File: src/rtl/sync_fifo_flex.sv
// Single-clock FIFO for any DEPTH >= 2, with standard or first-word-fall-through reads,
// an occupancy count, programmable almost flags and registered overflow/underflow pulses.
module sync_fifo_flex #(
  parameter int WIDTH     = 8,
  parameter int DEPTH     = 5,
  parameter bit FWFT      = 1'b0,
  parameter int AF_THRESH = DEPTH - 1,
  parameter int AE_THRESH = 1,
  localparam int PTR_W    = $clog2(DEPTH),
  localparam int CNT_W    = $clog2(DEPTH + 1)
) (
  input  logic             clk,
  input  logic             rst,
  input  logic             push,
  input  logic             pop,
  input  logic [WIDTH-1:0] wr_data,
  output logic [WIDTH-1:0] rd_data,
  output logic             rd_valid,
  output logic [CNT_W-1:0] count,
  output logic             full,
  output logic             empty,
  output logic             almost_full,
  output logic             almost_empty,
  output logic             overflow,
  output logic             underflow
);

  logic [WIDTH-1:0] mem [DEPTH];
  logic [PTR_W-1:0] wr_ptr, rd_ptr;
  logic [CNT_W-1:0] count_q;
  logic             push_ok, pop_ok;

  assign count        = count_q;
  assign full         = (count_q == CNT_W'(DEPTH));
  assign empty        = (count_q == '0);
  assign almost_full  = (count_q >= CNT_W'(AF_THRESH));
  assign almost_empty = (count_q <= CNT_W'(AE_THRESH));

  // A full FIFO still takes a push when a pop frees the head in the same cycle.
  assign pop_ok  = pop & ~empty;
  assign push_ok = push & (~full | pop_ok);

  always_ff @(posedge clk) begin
    if (push_ok) mem[wr_ptr] <= wr_data;
  end

  // Pointers wrap by compare so non-power-of-two depths work.
  always_ff @(posedge clk or posedge rst) begin
    if (rst) begin
      wr_ptr    <= '0;
      rd_ptr    <= '0;
      count_q   <= '0;
      overflow  <= 1'b0;
      underflow <= 1'b0;
    end else begin
      if (push_ok) wr_ptr <= (wr_ptr == PTR_W'(DEPTH - 1)) ? '0 : wr_ptr + PTR_W'(1);
      if (pop_ok)  rd_ptr <= (rd_ptr == PTR_W'(DEPTH - 1)) ? '0 : rd_ptr + PTR_W'(1);
      case ({push_ok, pop_ok})
        2'b10:   count_q <= count_q + CNT_W'(1);
        2'b01:   count_q <= count_q - CNT_W'(1);
        default: count_q <= count_q;
      endcase
      overflow  <= push & ~push_ok;
      underflow <= pop & ~pop_ok;
    end
  end

  generate
    if (FWFT) begin : g_fwft
      assign rd_data  = empty ? '0 : mem[rd_ptr];
      assign rd_valid = ~empty;
    end else begin : g_std
      always_ff @(posedge clk or posedge rst) begin
        if (rst) begin
          rd_data  <= '0;
          rd_valid <= 1'b0;
        end else begin
          rd_valid <= pop_ok;
          if (pop_ok) rd_data <= mem[rd_ptr];
        end
      end
    end
  endgenerate

endmodule

File: config.mk
export PLATFORM = sky130hd
export DESIGN_NAME = sync_fifo_flex
export DESIGN_NICKNAME = d
export VERILOG_FILES = /design/src/rtl/sync_fifo_flex.sv
export SDC_FILE = /design/constraint.sdc
export NUM_CORES = 1
export LEC_CHECK = 0
export ABC_CLOCK_PERIOD_IN_PS = 2800
export CORE_AREA = 2 2 91 102
export CTS_CLUSTER_DIAMETER = 60
export CTS_CLUSTER_SIZE = 8
export DETAILED_ROUTE_END_ITERATION = 8
export DIE_AREA = 0 0 93 104
export PLACE_DENSITY = 0.58
export SLEW_MARGIN = 10
export SYNTH_ARGS = -nofsm -noshare
export SYNTH_HDL_FRONTEND = slang
export SYNTH_SLANG_ARGS = --single-unit
export TNS_END_PERCENT = 1
File: constraint.sdc
create_clock -name clk -period 2.8 [get_ports clk]
set_clock_uncertainty 0.1 [all_clocks]
set_input_delay 0.56 -clock clk [delete_from_list [all_inputs] [get_ports clk]]
set_output_delay 0.56 -clock clk [all_outputs]
set_load 0.01 [all_outputs]
==> After elaboration in Yosys (flattened, before gate mapping) <==
Memory sizes are Yosys's and may differ from the RTL's. A register that Yosys moved wholly into a read port is not among the register bits.
Cells that the tools add are included.
{ "totals": {"register_bits": 12, "ram_bits": 40, "in_bits": 12, "elab_cells": 34, "n_memories": 1} }
{ "op_classes": {"add_sub_neg": 4, "magnitude_cmp": 2, "n_eq_ne": 5, "mux": 5, "n_bitwise": 9, "reduce_logical": 2} }
{ "memory_table": {"columns": ["memory", "depth", "word_bits", "rd", "rd_clocked_by_memory_dff", "write_ports", "line", "rtl"], "rows": [
  ["mem", 5, 8, 1, 1, 1, "28", "logic [WIDTH-1:0] mem [DEPTH];"]
]} }
{ "ops": {"columns": ["op", "count"], "rows": [
  ["$add A3 B1 Y3 const B", 3],
  ["$eq A3 B3 Y1 const B", 3],
  ["$mux W3", 2],
  ["$pmux W3 S2", 1],
  ["$and A1 B1 Y1", 4],
  ["$not A1 Y1", 4],
  ["$ge A3 B3 Y1 const B", 1],
  ["$le A3 B1 Y1 const B", 1],
  ["$logic_not A3 Y1", 1],
  ["$sub A3 B1 Y3 const B", 1],
  ["$eq A2 B1 Y1 const B", 1],
  ["$eq A2 B2 Y1 const B", 1],
  ["$mux W1", 2],
  ["$reduce_bool A2 Y1", 1],
  ["$or A1 B1 Y1", 1]
]} }

==> Longest topological paths before layout <==
{ "depth": {"depth_word": 7, "mapped_depth": 9, "depth_no_buf": 8} }

==> Worst setup path after synthesis <==
No wires, ideal clock.
{ "synth_path": {"path_type": "register to register", "from": "register count_q[1], in the netlist count[1]", "to": "memory mem[4][0] (enable)", "setup_ps": 398, "arrival_ps": 1930, "required_ps": 2302, "path_slack_ps": 372, "stages_incl_launch_ff": 6, "n_path_buf": 0, "period_less_slack_ps": 2428, "cell_sequence": "dfrtp_1 inv_1 ha_1 nand3b_1 nand2_2 nor4b_1"} }
{ "synth_between": {"elab_chain_len": 7} }
{ "synth_rtl": {"columns": ["element", "line", "rtl"], "rows": [
  ["from (decl)", "30", "logic [CNT_W-1:0] count_q;"],
  ["from (signal assigned)", "59", "2'b10: count_q <= count_q + CNT_W'(1);"],
  ["from (signal assigned)", "60", "2'b01: count_q <= count_q - CNT_W'(1);"],
  ["from (signal assigned)", "61", "default: count_q <= count_q;"],
  ["$logic_not A3 Y1", "35", "assign empty = (count_q == '0);"],
  ["$not A1 Y1", "40", "assign pop_ok = pop & ~empty;"],
  ["$and A1 B1 Y1", "40", null],
  ["$or A1 B1 Y1 (*)", "41", "assign push_ok = push & (~full | pop_ok);"],
  ["$and A1 B1 Y1 (*)", "41", null],
  ["$mux W1 (*)", "44", "if (push_ok) mem[wr_ptr] <= wr_data;"],
  ["$mux W1 (not written as such) (*)", "44", null],
  ["to (decl)", "28", null]
]} }
Mark *: on every way between the ends. The rest lies on a longest branch, timed or not.

==> Worst setup path after layout <==
{ "layout_path": {"from": "register count_q[1], in the netlist count[1]", "to": "output port almost_empty"} }
{ "layout_between": {"elab_chain_len": 1} }
{ "layout_rtl": {"columns": ["element", "line", "rtl"], "rows": [
  ["$le A3 B1 Y1", "37", "assign almost_empty = (count_q <= CNT_W'(AE_THRESH));"],
  ["to (decl)", "23", "output logic almost_empty,"]
]} }
No other way between the ends.

==> summary.md <==
| Metric | Value |
|---|---|
| Ant diodes | 0 |
| Port buffer count | 29 |
| RSZ-0062 raised after global routing | false |
| Worst EP required | 2.14 ns |
| Die Span Y | 104 um |
| CP max stage delay | 0.53 ns |
| Syn avg cell area | 16.20 um2 |
| Clk_lat worst skew | 0.33 ns |
| CTS tree | built |
| Reg2reg start | count[0] |
| Status | finished clean |
| Critical Path Fanout Max | 4 |
| Max cap viols | 0 |
| Routed Antenna Nets | 0 |
| Post-CTS setup buffers | 0 |
| Global-route wire length before repair | 7.348 mm |
| Hold path start | rd_data[2] |
| Fmax | 416.3 MHz |
| Top FF cell, synth | edfxtp_1 |
| Synth Register Bits | 60 |
| EDFF count, synth | 40 |
| # setup viols final | 0 |
| Dpl ws | 0.4999 ns |
| WP data arrival | 1.74 ns |
| Register area share after synthesis | 69.11% |
| Tot Pwr | 0.003185 W |
| # IOs | 30 |
| Vias in the first global route | 1,421 |
| Full die area | 0.009672 mm2 |
| Crit-path cells | inv_1 -> ha_1 -> a21oi_1 -> nor2_1 -> clkdlybuf4s50_1 |
| Sink Count | 60 |
| Total grt overflow | 0 |
| Delay-heaviest family, CP | buffers and inverters |
| Worst hold path depth | 2 |
| CTS root buffer | clkbuf_8 |
| Post-detail-place hpwl | 2.971 mm |
| Worst Setup Path Type | reg -> out |
| Startpoint types | flip-flop |
| H-Tree Depth | 3 |
| Relative slew slack | 47.71% |
| Vias | 1,359 |
| Post-cts resize count | 0 |
| Slowest stage cell on the critical path | clkdlybuf4s50_1 |
| Worst-path clk slew | 0.07 ns |
| Layout Nets | 214 |
| Worst reg2reg path depth | 9 |
| Initial Util | 28.47% |
| Max Buffers Root-to-Sink | 2 |
| Cts bufs inserted | 9 |
| Gate Count Post-Synth | 152 |
| Sum Neg Setup Slack | 0 ns |
| Ys Warns | 0 |
| Final Hold Viols | 0 |
| WP buf/inv | 2 |
| Drt pass-1 iters | 4 |
| Row count | 36 |
| Syn_nets | 173 |
| P_leak | 1.133 nW |
| Syn Std Cell Area | 0.002462 mm2 |
| Aggregate routed wire length | 4.578 mm |
| Layout area overhead | 26.42% |
| R2r setup slk | 0.81 ns |
| CORE AREA | 0.008648 mm2 |
| Async set-reset flop share out of synthesis | 33.33% |
| Final Max Tran Viols | 0 |
| Worst vdd ir | 0.3007 mV |
| Average routed wire per standard cell | 14.67 um |
| Fraction of layout cells with a size suffix above 1 | 17.68% |
| Setup ws final | 0.3980 ns |
| Die Width | 93 um |
| Initial antenna violation count | 0 |
| Hold Path Class | reg -> reg |
| Largest net degree at the start of global routing | 21 |
| Final Cycle Share | 85.79% |
| Drt initial violations | 64 |
| Final min period | 2.402 ns |
| R2r endpoint | count[2] |
| Yosys cell types | 28 |
| Worst hold endpoint | rd_data[2] |
| Crit. End Element | output port |
| RD Place Congestion | 0.7725 |
| Overall global routing resource usage | 10.32% |
| Vias/cell | 4.356 |
| DRC | 0 |
| Worst slew pin tran | 0.7834 ns |
| Hold Buf Count CTS | 0 |
| P per Cell Area | 1023 mW/mm2 |
[worst reg2reg max path: stages (launching register included)]
cell,delay (ns)
dfrtp_1,0.43
inv_1,0.10
ha_1,0.21
nand2b_1,0.09
buf_4,0.19
and2_1,0.16
ha_1,0.20
mux2i_1,0.20
nor2_1,0.06
xor2_1,0.14
[report_power, final]
part | internal, W | leakage (nW) | switching [W] | total [W]
logic | 0.000577 | 0.439 | 0.000441 | 0.00102
registers | 0.00118 | 0.602 | 0.000221 | 0.00140
clock network | 0.000413 | 0.0918 | 0.000354 | 0.000767
[final cells by class]
class,count,area (um2)
clock inverter,7,75.07
fill,850,5535
sequential,60,1702
tap,114,142.6
timing repair buffer,37,350.3
multi-input combinational,76,685.7
clock buffer,9,123.9
inverter,9,33.78
[per-stage QoR]
stage / hold WS (ns) / utilization (%) / instances / area, um2
final: 0.4362 / 36.00 / 312 / 3113
after global routing: 0.4835 / 36.00 / 312 / 3113
after CTS: 0.4402 / 36.00 / 312 / 3113
after detailed placement: 0.4192 / 33.70 / 296 / 2914
after global placement: 0.4166 / 33.70 / 296 / 2914
after floorplan: 0.4189 / - / 152 / 2462
[worst max-delay path by stage]
stage / depth (start not counted) / slack, ns / startpoint / to
global placement: 5 / 0.52 / pop / mem[4][5]
global route: 5 / 0.28 / count[1] / almost_empty
detailed placement: 5 / 0.50 / pop / mem[4][3]
CTS: 5 / 0.37 / count[1] / almost_empty
finish: 5 / 0.40 / count[1] / almost_empty
floorplan: 5 / 0.37 / count[1] / mem[4][0]
[flip-flops by register name (all words and copies together) (netlist names)]
| signal | cells |
|---|---|
| wr_ptr | 3 |
| rd_data | 8 |
| rd_valid | 1 |
| mem | 40 |
| overflow | 1 |
| underflow | 1 |
| count | 3 |
| rd_ptr | 3 |
[cell usage after synthesis, types with 2 or more instances]
cell type,instances,share of area (%)
buf_2,3,0.61
inv_1,9,1.4
edfxtp_1,40,49
nand2_1,2,0.30
mux4_2,8,7.3
xnor2_1,2,0.71
nand4_1,2,0.51
o211ai_1,2,0.61
mux2_2,2,0.91
nor2_1,3,0.46
nand2b_1,2,0.51
mux2i_1,9,3.7
o21ai_0,3,0.61
and2_1,3,0.76
nor4_1,4,1.0
a21oi_1,18,3.7
dfrtp_1,20,20
ha_1,9,4.6
clkbuf_1,2,0.30
[cell usage in the layout (no fill, tap or decap), drive strengths merged, types with 4 or more instances in the layout]
cell and count:
a21oi 18, buf 8, clkbuf 9, clkdlybuf4s50 29
dfrtp 20, edfxtp 40, ha 9, inv 10
mux2i 9, mux4 8, nor4 4
[routing by layer]
metal	global-route usage [%]	share of wire [%]	vias up
met5	0	0	-
met4	6.303	2.2	0
met3	2.536	3.3	9
met2	16.36	48	27
met1	12.58	47	665
li1	-	-	658
[cells by family (layout without fill, tap and decap cells)]
group,Yosys count,after routing,share of synthesized area [%]
muxes,19,19,11.89
DFF,60,60,69.11
adders and majority gates,9,9,4.573
and+or+nand+nor,20,20,4.726
AOI/OAI and AO/OA,25,25,5.589
buffers and inverters,16,62,3.049
xor gates and xnor gates,3,3,1.067
Power figures use the tool's default switching activity.
